<file path="src/rtl/alu_seq.sv">
// alu_seq: registered ALU with valid/ready handshakes on both sides.
// Ops: ADD, SUB, NOR, LD, RST complete on the accept edge. SHL and SHR
// shift one bit per clock. The result and flags are held until downstream
// accepts them.
//
// Ports:
//   clk, rst_n             clock, asynchronous active-low reset
//   in_valid / in_ready    request handshake (in_ready is high only in IDLE)
//   a, b                   operands
//   alu_sel                10=ADD 11=SUB 01=NOR 00=use load_shift
//   load_shift             11=SHR 01=SHL 10=LD 00=RST (when alu_sel=00)
//   shamt                  shift amount for SHL/SHR
//   out_valid / out_ready  result handshake
//   result, cout, zout     registered result, carry/borrow/shift-out, zero
module alu_seq #(
    parameter int unsigned WIDTH = 8
) (
    input  logic                       clk,
    input  logic                       rst_n,
    input  logic                       in_valid,
    output logic                       in_ready,
    input  logic [WIDTH-1:0]           a,
    input  logic [WIDTH-1:0]           b,
    input  logic [1:0]                 alu_sel,
    input  logic [1:0]                 load_shift,
    input  logic [$clog2(WIDTH)-1:0]   shamt,
    output logic                       out_valid,
    input  logic                       out_ready,
    output logic [WIDTH-1:0]           result,
    output logic                       cout,
    output logic                       zout
);

    localparam int unsigned SHAMT_W = $clog2(WIDTH);

    typedef enum logic [1:0] {
        IDLE  = 2'd0,
        SHIFT = 2'd1,
        DONE  = 2'd2
    } state_t;

    state_t             state_q, state_d;
    logic [WIDTH-1:0]   work_q, work_d;
    logic [SHAMT_W-1:0] count_q, count_d;
    logic               shl_q, shl_d;
    logic [WIDTH-1:0]   result_q, result_d;
    logic               cout_q, cout_d;
    logic               zout_q, zout_d;

    logic [WIDTH:0]     sum_c;
    logic [WIDTH-1:0]   op_res_c;
    logic               op_cout_c;
    logic               op_done_c;
    logic [WIDTH-1:0]   shift_res_c;
    logic               shift_out_c;

    // Next-state and datapath; every register holds unless a case below updates it.
    always_comb begin
        state_d   = state_q;
        work_d    = work_q;
        count_d   = count_q;
        shl_d     = shl_q;
        result_d  = result_q;
        cout_d    = cout_q;
        zout_d    = zout_q;
        op_res_c  = '0;
        op_cout_c = 1'b0;
        op_done_c = 1'b0;

        sum_c = {1'b0, a} + {1'b0, b};

        // One-bit zero-fill shift of the working register.
        if (shl_q) begin
            shift_res_c = {work_q[WIDTH-2:0], 1'b0};
            shift_out_c = work_q[WIDTH-1];
        end else begin
            shift_res_c = {1'b0, work_q[WIDTH-1:1]};
            shift_out_c = work_q[0];
        end

        unique case (state_q)
            IDLE: begin
                if (in_valid) begin
                    op_done_c = 1'b1;
                    unique case (alu_sel)
                        2'b10: begin
                            op_res_c  = sum_c[WIDTH-1:0];
                            op_cout_c = sum_c[WIDTH];
                        end
                        2'b11: begin
                            op_res_c  = a - b;
                            op_cout_c = (a < b);
                        end
                        2'b01: op_res_c = ~(a | b);
                        default: begin
                            unique case (load_shift)
                                2'b11, 2'b01: begin
                                    if (shamt == '0) begin
                                        op_res_c = a;
                                    end else begin
                                        // Multi-bit shift: hand off to SHIFT.
                                        op_done_c = 1'b0;
                                        work_d    = a;
                                        count_d   = shamt;
                                        shl_d     = (load_shift == 2'b01);
                                        state_d   = SHIFT;
                                    end
                                end
                                2'b10:   op_res_c = a;
                                default: op_res_c = '0;
                            endcase
                        end
                    endcase
                    if (op_done_c) begin
                        result_d = op_res_c;
                        cout_d   = op_cout_c;
                        zout_d   = (op_res_c == '0);
                        state_d  = DONE;
                    end
                end
            end
            SHIFT: begin
                work_d  = shift_res_c;
                count_d = count_q - SHAMT_W'(1);
                // Last bit: publish result and flags together.
                if (count_q == SHAMT_W'(1)) begin
                    result_d = shift_res_c;
                    cout_d   = shift_out_c;
                    zout_d   = (shift_res_c == '0);
                    state_d  = DONE;
                end
            end
            DONE: begin
                if (out_ready) begin
                    state_d = IDLE;
                end
            end
            default: state_d = IDLE;
        endcase
    end

    // State and datapath registers.
    always_ff @(posedge clk or negedge rst_n) begin
        if (!rst_n) begin
            state_q  <= IDLE;
            work_q   <= '0;
            count_q  <= '0;
            shl_q    <= 1'b0;
            result_q <= '0;
            cout_q   <= 1'b0;
            zout_q   <= 1'b0;
        end else begin
            state_q  <= state_d;
            work_q   <= work_d;
            count_q  <= count_d;
            shl_q    <= shl_d;
            result_q <= result_d;
            cout_q   <= cout_d;
            zout_q   <= zout_d;
        end
    end

    assign in_ready  = (state_q == IDLE);
    assign out_valid = (state_q == DONE);
    assign result    = result_q;
    assign cout      = cout_q;
    assign zout      = zout_q;

endmodule

</file>
<file path="config.mk">
export PLATFORM = sky130hd
export DESIGN_NAME = alu_seq
export DESIGN_NICKNAME = d
export VERILOG_FILES = /design/src/rtl/alu_seq.sv
export SDC_FILE = /design/constraint.sdc
export NUM_CORES = 1
export LEC_CHECK = 0
export ABC_AREA = 0
export BUFFER_PORTS_ARGS = -buffer_cell sky130_fd_sc_hd__buf_2
export CAP_MARGIN = 10
export CORE_MARGIN = 10
export CORE_UTILIZATION = 52
export CTS_CLUSTER_SIZE = 16
export DETAILED_ROUTE_END_ITERATION = 10
export PLACE_DENSITY = 0.74
export SETUP_SLACK_MARGIN = 0.4
export SLEW_MARGIN = 30
export SYNTH_ARGS = -nofsm -noshare
export SYNTH_HDL_FRONTEND = slang
export SYNTH_SLANG_ARGS = --single-unit
</file>
<file path="constraint.sdc">
create_clock -name clk -period 3.3 [get_ports clk]
set_clock_uncertainty 0.1 [all_clocks]
set_input_delay 0.165 -clock clk [delete_from_list [all_inputs] [get_ports clk]]
set_output_delay 0.165 -clock clk [all_outputs]
set_load 0.1 [all_outputs]
</file>
==> qor.csv <==
metric,value,unit
status,"complete, no violations",
RSZ-0062 raised after global routing,false,
crit-path cells,"buf_2, inv_1, ha_1, inv_1, o31ai_1, a211oi_1, a311o_1, o221a_2, o31ai_1",
Final Hold Viols,0,
Iter 0 DRT Violations,201,
GRT Overall Usage,0.152,
latest clock arrival within the worst-skew pair,0.26,ns
vias,2263,
final WL,5900,um
Post-CTS Setup Bufs,0,
number of synthesized flops with an enable pin,0,
Max Fclk,431,MHz
max-slew violation count,0,
post-route minimum period,2.32,ns
die outline height,87.4,um
die area,0.00764,mm^2
Initial Utilization,0.539,
pin count of the biggest net entering global routing,25,
placed cells,371,
area added between synthesis and finish,10.9,%
vias in the first global route,2154,
post-route ant nets,0,
I/O pins,39,
Remaining DRCs,0,
ys flop type,dfrtp_1,
met3 usage,0.0112,
Pwr Density,690,mW/mm^2
register area share after synthesis,0.254,
DR pass1 iterations,4,
"commonest non-fill, non-tap cells in the layout","buf_2 (38), inv_1 (28), nand2_1 (27), nor2_1 (26), ha_1 (26)",
syn nets,350,
Leakage,1.27,nW
Layout Cells excl Fill,376,
Worst Hold Class,input pin to flop,
initial antenna violation count,0,
Setup CP Type,input pin to flop,
Die X,87.4,um
Vias/cell,6.02,
H-tree depth,1,
CTS root buffer,clkbuf_8,
"Slowest-stage cell, CP",ha_1,
max-cap viol count,0,
final instance area,0.00262,mm^2
Yosys reg bits,24,
CTS tree,done,
crit-path max FO,11,
Worst setup SP type,input pin,
Fill cells,410,
ant diodes,0,
Core ar.,0.00438,mm^2
"Most Used Layer, Global Route",met2,
clock sinks,24,
"Distinct cells, synth",53,
post-synthesis async set-or-reset flop share,1.00,
met1 GRT Util,0.209,
TNS Setup,0,ns
layout cells sized above 1,0.151,
Syn Area/Cell,8.00,um^2
Critical Path End Type,flop,
worst slew pin tran,0.645,ns
Max clock buf depth,2,
final setup fails,0,
register area,601,um^2
CP max stage delay,0.46,ns
met2 track demand over resource,0.249,
Mapped Area,0.00236,mm^2
worst path arrival time,2.39,ns
Clock transition at path regs,0.08,ns
area of the multi-input gates,0.00158,mm^2
FP Rows,24,
"CP delay by family, top",compound AO/OA/AOI/OAI gates,
GR Overflow Total,0,
worst path required time,3.37,ns
"most common cell after layout, fill and taps aside",buf_2,
yosys warns,0,
Layout Nets,381,
WL/cell,15.7,um
DP Area,0.00256,mm^2
WP buf/inv,3,
relative slew slack,0.570,
PortBufs,38,
first-pass GRT wire length,9880,um
TritonCTS Buffers,3,
Mapped Cells,295,
Post-DP HPWL,4710,um
Max VDD drop,0.338,mV
Final GP Congestion,0.909,
Final period util,0.703,
==> worst reg2reg max path, delay by kind of cell, from the launching register on <==
family	cells	cell delay (ns)
AO/OA/AOI/OAI	2	0.76
flip-flops	1	0.43
adder cells (fa/ha/maj)	1	0.21
AND/OR/NAND/NOR	4	0.55
==> worst paths after layout <==
path	from	end	slack [ns]	depth (start not counted)
min in group asynchronous	rst_n	work_q[2]	0.31	2
max	a[6]	result[7]	0.98	9
min reg2reg	result[6]	result[6]	0.38	1
max in group asynchronous	rst_n	result[4]	2.43	2
max reg2reg	count_q[0]	zout	1.14	7
min	shamt[0]	count_q[0]	0.11	3
==> layout make-up <==
| class | count | share of cell area |
|---|---|---|
| Tap cell | 52 | 0.0249 |
| Clock buffer | 3 | 0.0158 |
| Sequential cell | 24 | 0.229 |
| Multi-Input combinational cell | 227 | 0.605 |
| Timing Repair Buffer | 41 | 0.0832 |
| Inverter | 29 | 0.0416 |
==> report_power, final <==
group	leakage, nW	switching [mW]	internal (mW)
registers	0.295	0.131	0.426
logic	0.950	0.807	0.270
clock network	0.0216	0.0896	0.0815
==> metrics by stage <==
stage	util	power (mW)	hold slack, ns	setup WS, ns
floorplan	-	1.43	-0.231	1.16
global placement	0.583	1.62	0.0796	0.801
detailed placement	0.583	1.64	0.0821	0.731
CTS	0.597	1.81	0.100	1.00
global route	0.597	1.92	0.107	0.772
finish	0.597	1.80	0.109	0.980
==> per-layer routing <==
layer  wire (um)  share of wire
met4          59          0.010
met2        2810           0.48
met1        2770           0.47
met5           0              0
met3         255          0.043
==> synthesized netlist by cell type, types with 2 or more instances <==
| master | count | share of area |
|---|---|---|
| o21ai_0 | 22 | 0.047 |
| buf_2 | 3 | 0.0064 |
| mux2_2 | 2 | 0.0095 |
| a221oi_1 | 3 | 0.011 |
| nor2_1 | 26 | 0.041 |
| inv_1 | 28 | 0.045 |
| a21oi_1 | 17 | 0.036 |
| nor4_1 | 2 | 0.0053 |
| a211oi_1 | 14 | 0.045 |
| nand2_1 | 27 | 0.043 |
| a21o_1 | 5 | 0.016 |
| o21ai_1 | 3 | 0.0064 |
| o31ai_1 | 7 | 0.022 |
| clkbuf_1 | 10 | 0.016 |
| a22oi_1 | 2 | 0.0064 |
| o21bai_1 | 3 | 0.0095 |
| xnor2_1 | 3 | 0.011 |
| nand3_1 | 5 | 0.011 |
| nand2b_1 | 4 | 0.011 |
| ha_1 | 26 | 0.14 |
| o22ai_1 | 2 | 0.0053 |
| nor2b_1 | 7 | 0.019 |
| mux2i_1 | 7 | 0.030 |
| and4_1 | 2 | 0.0074 |
| a22o_1 | 3 | 0.011 |
| nor3b_1 | 2 | 0.0064 |
| nor3_1 | 8 | 0.017 |
| fa_1 | 2 | 0.017 |
| a31oi_1 | 2 | 0.0053 |
| dfrtp_1 | 24 | 0.25 |
| a222oi_1 | 2 | 0.0085 |
==> state kept, by name, indices dropped and copies added, names as in the netlist <==
register	cells
result	8
work_q	8
count_q	3
state_q	2
cout	1
shl_q	1
zout	1
==> logic make-up after synthesis <==
family,after synthesis,share of synthesized area
mux,9,0.0392
compound gates,98,0.280
fa+ha+maj,28,0.155
xor+xnor,3,0.0111
simple gates,89,0.186
buf+inv,44,0.0747
flops,24,0.254
==> repair_timing <==
action | 4_1_cts | 5_1_grt
hold endpoints to repair | 25 | 0
resized for setup | 0 | 0
hold buffers | 2 | 0
(Power assumes the default switching activity.)
